===== src/rtl/vga_plot_arbiter_if.sv =====
// Pixel-request bundle between the drawing engines and the plot arbiter, plus the
// registered pixel-write port toward the VGA adapter.
interface vga_plot_arbiter_if #(
   parameter int NUM_REQ = 3
);
   logic [NUM_REQ-1:0]   req_valid;
   logic [NUM_REQ-1:0]   req_lock;
   logic [NUM_REQ*8-1:0] req_x;
   logic [NUM_REQ*7-1:0] req_y;
   logic [NUM_REQ*3-1:0] req_colour;
   logic [NUM_REQ-1:0]   req_ready;
   logic [7:0]           vga_x;
   logic [6:0]           vga_y;
   logic [2:0]           vga_colour;
   logic                 vga_plot;

   modport master (
      output req_valid, req_lock, req_x, req_y, req_colour,
      input  req_ready, vga_x, vga_y, vga_colour, vga_plot
   );

   modport slave (
      input  req_valid, req_lock, req_x, req_y, req_colour,
      output req_ready, vga_x, vga_y, vga_colour, vga_plot
   );
endinterface


===== src/rtl/vga_plot_arbiter.sv =====
// Round-robin arbiter for the VGA pixel-write port: accept -> plot in 1 cycle, req_ready is
// combinational and one-hot; optional burst lock. VGA_ARB_CLIP_EN drops off-screen pixels.
module vga_plot_arbiter #(
   parameter int NUM_REQ = 3,
   parameter int CNT_W   = 16
) (
   input  logic              clk,
   input  logic              rst,
   vga_plot_arbiter_if.slave bus,
   output logic [2:0]        grant_id,
   output logic [CNT_W-1:0]  plot_count,
`ifdef VGA_ARB_CLIP_EN
   output logic [CNT_W-1:0]  drop_count,
`endif
   input  logic              cnt_clr
);

   typedef enum logic {ARB, LOCK} state_t;

   state_t       state;
   logic [2:0]   rr_ptr;
   logic [2:0]   lock_owner;

   logic         arb_hit;
   logic [2:0]   arb_win;
   logic [2:0]   win;
   logic [NUM_REQ-1:0] ready_c;
   logic         accept;
   logic         clip;
   logic [7:0]   sel_x;
   logic [6:0]   sel_y;
   logic [2:0]   sel_colour;
   logic         sel_lock;
   logic [2:0]   next_ptr;

   // Two passes give the wrap-around search from rr_ptr without a modulo on the index.
   always_comb begin
      arb_hit = 1'b0;
      arb_win = 3'd0;
      for (int i = 0; i < NUM_REQ; i++) begin
         if (!arb_hit && bus.req_valid[i] && (3'(i) >= rr_ptr)) begin
            arb_hit = 1'b1;
            arb_win = 3'(i);
         end
      end
      for (int i = 0; i < NUM_REQ; i++) begin
         if (!arb_hit && bus.req_valid[i] && (3'(i) < rr_ptr)) begin
            arb_hit = 1'b1;
            arb_win = 3'(i);
         end
      end
   end

   always_comb begin
      ready_c = '0;
      win     = (state == LOCK) ? lock_owner : arb_win;
      for (int i = 0; i < NUM_REQ; i++) begin
         if (!rst) begin
            if (state == LOCK)
               ready_c[i] = (lock_owner == 3'(i)) && bus.req_valid[i];
            else
               ready_c[i] = arb_hit && (arb_win == 3'(i));
         end
      end
      accept = |ready_c;
   end

   assign bus.req_ready = ready_c;

   always_comb begin
      sel_x      = 8'd0;
      sel_y      = 7'd0;
      sel_colour = 3'd0;
      sel_lock   = 1'b0;
      for (int i = 0; i < NUM_REQ; i++) begin
         if (win == 3'(i)) begin
            sel_x      = bus.req_x[8*i +: 8];
            sel_y      = bus.req_y[7*i +: 7];
            sel_colour = bus.req_colour[3*i +: 3];
            sel_lock   = bus.req_lock[i];
         end
      end
`ifdef VGA_ARB_CLIP_EN
      clip = (sel_x >= 8'd160) || (sel_y >= 7'd120);
`else
      clip = 1'b0;
`endif
      next_ptr = (win == 3'(NUM_REQ - 1)) ? 3'd0 : win + 3'd1;
   end

   always_ff @(posedge clk or posedge rst) begin
      if (rst) begin
         state          <= ARB;
         rr_ptr         <= 3'd0;
         lock_owner     <= 3'd0;
         grant_id       <= 3'd0;
         bus.vga_x      <= 8'd0;
         bus.vga_y      <= 7'd0;
         bus.vga_colour <= 3'd0;
         bus.vga_plot   <= 1'b0;
         plot_count     <= '0;
`ifdef VGA_ARB_CLIP_EN
         drop_count     <= '0;
`endif
      end else begin
         bus.vga_plot <= accept && !clip;
         if (accept) begin
            bus.vga_x      <= sel_x;
            bus.vga_y      <= sel_y;
            bus.vga_colour <= sel_colour;
            grant_id       <= win;
            rr_ptr         <= next_ptr;
         end

         // In LOCK, win is the owner, so sel_lock is the owner's lock even while it is idle.
         case (state)
            ARB: begin
               if (accept && sel_lock) begin
                  state      <= LOCK;
                  lock_owner <= win;
               end
            end
            LOCK: begin
               if (!sel_lock)
                  state <= ARB;
            end
            default: state <= ARB;
         endcase

         if (cnt_clr)
            plot_count <= '0;
         else if (accept && !clip && (plot_count != '1))
            plot_count <= plot_count + 1'b1;
`ifdef VGA_ARB_CLIP_EN
         if (cnt_clr)
            drop_count <= '0;
         else if (accept && clip && (drop_count != '1))
            drop_count <= drop_count + 1'b1;
`endif
      end
   end

endmodule

===== src/flat_wrapper.sv =====
// flat-port wrapper written by rule: the top's interface ports become plain ports
module vga_plot_arbiter_flat 
#(
   parameter int NUM_REQ = 3,
   parameter int CNT_W   = 16
)
  (clk, rst, grant_id, plot_count, cnt_clr, bus_req_valid, bus_req_lock, bus_req_x, bus_req_y, bus_req_colour, bus_req_ready, bus_vga_x, bus_vga_y, bus_vga_colour, bus_vga_plot);
  vga_plot_arbiter_if #(.NUM_REQ(NUM_REQ)) bus_i ();
  input  logic clk;
  input  logic rst;
  output logic [2:0] grant_id;
  output logic [CNT_W-1:0] plot_count;
  input  logic cnt_clr;
  input wire logic [$bits(bus_i.req_valid)-1:0] bus_req_valid;
  input wire logic [$bits(bus_i.req_lock)-1:0] bus_req_lock;
  input wire logic [$bits(bus_i.req_x)-1:0] bus_req_x;
  input wire logic [$bits(bus_i.req_y)-1:0] bus_req_y;
  input wire logic [$bits(bus_i.req_colour)-1:0] bus_req_colour;
  output wire logic [$bits(bus_i.req_ready)-1:0] bus_req_ready;
  output wire logic [$bits(bus_i.vga_x)-1:0] bus_vga_x;
  output wire logic [$bits(bus_i.vga_y)-1:0] bus_vga_y;
  output wire logic [$bits(bus_i.vga_colour)-1:0] bus_vga_colour;
  output wire logic [$bits(bus_i.vga_plot)-1:0] bus_vga_plot;
  assign bus_i.req_valid = bus_req_valid;
  assign bus_i.req_lock = bus_req_lock;
  assign bus_i.req_x = bus_req_x;
  assign bus_i.req_y = bus_req_y;
  assign bus_i.req_colour = bus_req_colour;
  assign bus_req_ready = bus_i.req_ready;
  assign bus_vga_x = bus_i.vga_x;
  assign bus_vga_y = bus_i.vga_y;
  assign bus_vga_colour = bus_i.vga_colour;
  assign bus_vga_plot = bus_i.vga_plot;
  vga_plot_arbiter #(.NUM_REQ(NUM_REQ), .CNT_W(CNT_W)) u_core (.clk(clk), .rst(rst), .bus(bus_i), .grant_id(grant_id), .plot_count(plot_count), .cnt_clr(cnt_clr));
endmodule

===== config.mk =====
export PLATFORM = sky130hd
export DESIGN_NAME = vga_plot_arbiter_flat
export DESIGN_NICKNAME = d
export VERILOG_FILES = /design/src/rtl/vga_plot_arbiter_if.sv /design/src/rtl/vga_plot_arbiter.sv /design/src/flat_wrapper.sv
export SDC_FILE = /design/constraint.sdc
export NUM_CORES = 1
export LEC_CHECK = 0
export BUFFER_PORTS_ARGS = -buffer_cell sky130_fd_sc_hd__buf_2
export CORE_UTILIZATION = 53
export DETAILED_ROUTE_END_ITERATION = 8
export GPL_ROUTABILITY_DRIVEN = 0
export GPL_TIMING_DRIVEN = 0
export PLACE_DENSITY = 0.86
export RECOVER_POWER = 25
export SKIP_CTS_REPAIR_TIMING = 1
export SKIP_LAST_GASP = 1
export SYNTH_ARGS = -nofsm -noshare
export SYNTH_HDL_FRONTEND = slang
export SYNTH_SLANG_ARGS = --single-unit

===== constraint.sdc =====
create_clock -name clk -period 8.9 [get_ports clk]
set_input_delay 2.67 -clock clk [delete_from_list [all_inputs] [get_ports clk]]
set_output_delay 2.67 -clock clk [all_outputs]
set_load 0.02 [all_outputs]

== After elaboration in Yosys (flattened, before gate mapping) ==
Cells that the tools add are included.

* $add $sub $neg: 2
* Multipliers: 0
* Divide/modulo/power cells: 0
* Order comparisons: 6
* Equality and inequality tests: 7
* Shifts and indexed selects: 0
* Muxes and demuxes: 36
* Bitwise operators: 1
* Reductions and logical operators: 30

{| class="wikitable"
|+ Operators by type and width
! cell !! count
|-
| $mux 16 || 2
|-
| $mux 3 || 9
|-
| $mux 8 || 3
|-
| $mux 7 || 3
|-
| $logic_and 1x1->1 || 19
|-
| $mux 1 || 18
|-
| $add 16x1->16 const B || 1
|-
| $ne 16x16->1 const B || 1
|-
| $eq 3x1->1 const B || 3
|-
| $eq 3x2->1 const B || 3
|-
| $logic_not 3->1 || 3
|-
| $ge 1x3->1 const A || 2
|-
| $lt 1x3->1 const A || 2
|-
| $logic_not 1->1 || 5
|-
| $add 3x1->3 const B || 1
|-
| $ge 2x3->1 const A || 1
|-
| $lt 2x3->1 const A || 1
|-
| $reduce_or 3->1 || 1
|-
| $pmux 1 s2 || 1
|-
| $reduce_and 2->1 || 1
|-
| $reduce_bool 2->1 || 1
|-
| $not 1->1 || 1
|}

* Flip-flop bits (word level): 45
* Bits in latches: 0
* Bits in writable memories: 0
* ROM bits: 0
* Input bits: 63
* Output and inout port bits: 41
* Logic and storage cells: 91
* Memories kept: 0

== Longest topological paths before layout ==
* Depth in word-level cells: 31
* Depth in mapped cells: 9
* Depth with buffers taken out: 7

== Least setup slack after synthesis ==
Ideal clock, no wire load.

* Path kind: input to output
* Start point: input port rst
* End point: output port bus_req_ready[1]
* Arrival time: 4.519 ns
* Required time: 6.230 ns
* Path slack: 1.711 ns
* Stages on the path: 4
* Buffers on the path: 1
* Path through: inv_1 > o211ai_2 > clkbuf_1 > inv_1

* Word-level cells in the longest chain between the ends: 1

{| class="wikitable"
|+ RTL lines
! element !! line !! source
|-
| start, declared || flat_wrapper.sv:10 || <nowiki>input logic rst;</nowiki>
|-
| $mux 1 || vga_plot_arbiter.sv:58 || <nowiki>if (!rst) begin</nowiki>
|-
| end, declared || flat_wrapper.sv:19 || <nowiki>output wire logic [$bits(bus_i.req_ready)-1:0] bus_req_ready;</nowiki>
|}

Every way passes these cells.

== Final worst setup path ==
Same ends and word-level chain as after synthesis.

==> out/summary.txt <==
Final Critical Period: 7220 ps
H-Tree Depth: 2
Core Area: 4790 um2
Startpoint Class: input pin
Worst-path fanout max: 28
Pwr dens: 275 nW/um2
Syn Nets: 335
Initial antenna violation count: 0
Syn Area/Cell: 9.80 um2
EDFF count, synth: 0
Skew final: 4.85 ps
Yosys top cell area share: 0.424
Unrepaired setup endpoints after global routing: false
Fraction of layout cells with a size suffix above 1: 0.350
CTS tree: done
Kind of critical path: input pin to output pin
Largest net degree at the start of global routing: 29
First-pass DRT Iterations: 4
Area contributors post-synth: dfrtp_1, mux2i_1, a2bb2oi_1
Final hold slack: 478 ps
Top FF cell, synth: dfrtp_1
Gr usage total: 0.252
Hold Crit Class: register to register
Status: finished, final reports clean
Clk buf depth: 2
PortBufs: 101
Synth async-reset ratio: 1.00
Clk slew on worst S/H paths: 80 ps
Power Total: 0.921 mW
Residual DRC: 0
Final wirelength: 6.17 mm
Slew @ Worst Pin: 847 ps
Post-layout nets: 444
Final setup vio count: 0
DR iter-0 viols: 87
Die area: 5300 um2
Finished Cell Area: 3350 um2
Total number of vias: 2452
Post-Synthesis Cells: 271
Synth cell types: 50
Post-synthesis sequential area ratio: 0.424
I/O pins: 104
CTS buffer count: 5
Clk sinks: 45
Final hold vios: 0
Peak supply drop: 0.196 mV
Yosys top cell by area: dfrtp_1
Slew margin rel.: 0.434
Cell Area, Synth: 2660 um2
Starting Density: 0.555
Max_cap viols: 0
Avg Vias per Cell: 5.49
Clk Latency, worst-skew pair: 300 ps
Dpl cell area: 3260 um2
Critical Path AT: 4550 ps
Number of fill cells: 399
CTS Root Cell: clkbuf_8
First-pass GRT wire length: 10.4 mm
Period utilization: 0.811
FP Rows: 25
YS warnings: 0
Crit path capture type: output pin
Setup TNS: 0 ps
Vias in the first global route: 2416
Die height: 72.8 um
Placed wire-length estimate: 4.64 mm
#FFs+latches synth: 45
Die W: 72.8 um
Synth top cells by count: dfrtp_1, nand2_1, mux2i_1, nor2_1
Fmax: 0.139 GHz
Critical Path RT: 6230 ps
N_diodes: 0
Area Overhead vs Synth: 26.3%
Slew Limit Fails: 0
DRT antenna net count: 0
Most frequent cell after synthesis: dfrtp_1
Leakage: 1.64 nW
DR WL/cell: 13.8 um
GRT overflow: 0
==> worst max-delay path, cell delays in order <==
cell and delay, ps:
clkbuf_1 150, inv_1 650, buf_12 280, o211ai_2 220, clkbuf_1 280, inv_1 120, buf_2 170
==> routing by layer <==
metal,up-vias,share of wire,wire length [um],track usage
met5,-,0,0,0
met3,7,0.047,287,0.0497
met4,0,0.014,88,0.0980
met1,1148,0.43,2670,0.300
li1,1205,-,-,-
met2,92,0.51,3120,0.448
==> area by class of cell <==
cell class	count	area, um2	share of cell area
inverter	7	26.3	0.00784
timing repair buffer	102	524	0.156
buffer	16	96.3	0.0287
clock buffer	6	82.6	0.0246
sequential	45	1130	0.336
clock inverter	1	7.51	0.00224
multi-input combinational	203	1410	0.419
tap	67	83.8	0.0250
==> worst paths after layout <==
path / endpoint / slack (ps) / depth (start not counted) / start
worst min register to register: u_core.bus.vga_x[2]$_DFFE_PP0P_ / 480 / 2 / u_core.bus.vga_x[2]$_DFFE_PP0P_
worst max register to register: u_core.plot_count[7]$_DFFE_PP0P_ / 6600 / 8 / u_core.state$_DFF_PP0_
worst min-delay path: u_core.bus.vga_x[2]$_DFFE_PP0P_ / 480 / 2 / u_core.bus.vga_x[2]$_DFFE_PP0P_
worst max-delay path: bus_req_ready[1] / 1680 / 7 / rst
max in group asynchronous: u_core.state$_DFF_PP0_ / 5650 / 3 / rst
min in group asynchronous: u_core.rr_ptr[0]$_DFFE_PP0P_ / 2630 / 2 / rst
==> state kept, by name (all words and copies together), names as in the netlist <==
name	cells
u_core.bus.vga_y	7
u_core.bus.vga_x	8
u_core.rr_ptr	3
u_core.plot_count	16
u_core.state	1
u_core.bus.vga_colour	3
u_core.grant_id	3
u_core.lock_owner	3
u_core.bus.vga_plot	1
==> cell usage in the layout, fill, tap and decap left out, drive strengths merged, types with 7 or more instances in the layout <==
| cell type | netlist | layout |
|---|---|---|
| nor2 | 20 | 20 |
| inv | 7 | 7 |
| o21ai | 22 | 22 |
| a211oi | 10 | 10 |
| a2bb2oi | 18 | 18 |
| dfrtp | 45 | 45 |
| clkbuf | 4 | 11 |
| nand2 | 32 | 32 |
| a21oi | 11 | 11 |
| xnor2 | 12 | 12 |
| buf | 12 | 113 |
| mux2i | 20 | 20 |
| nand3 | 8 | 8 |
==> kinds of logic (layout without fill, tap and decap cells) <==
kind of cell,count (synthesis),in the layout,share of synthesized area
compound gates,77,77,0.218
simple gates,91,91,0.183
flops,45,45,0.424
buf+inv,23,132,0.0462
xor+xnor,12,12,0.0396
mux,22,22,0.0839
fa+ha+maj,1,1,0.00471
==> power by group <==
part	switching, mW	leakage [nW]	internal [mW]	total [mW]
registers	0.0427	0.591	0.261	0.304
clock network	0.0680	0.0433	0.0614	0.129
logic	0.276	1.00	0.213	0.488
==> metrics by stage <==
| stage | std cells | setup slack [ps] | util |
|---|---|---|---|
| after global placement | 439 | 951 | 0.678 |
| after CTS | 447 | 1960 | 0.701 |
| after floorplan | 271 | 1710 | - |
| final | 447 | 1680 | 0.701 |
| after detailed placement | 440 | 1970 | 0.682 |
| after global routing | 447 | 1450 | 0.701 |
(Power assumes the default switching activity.)
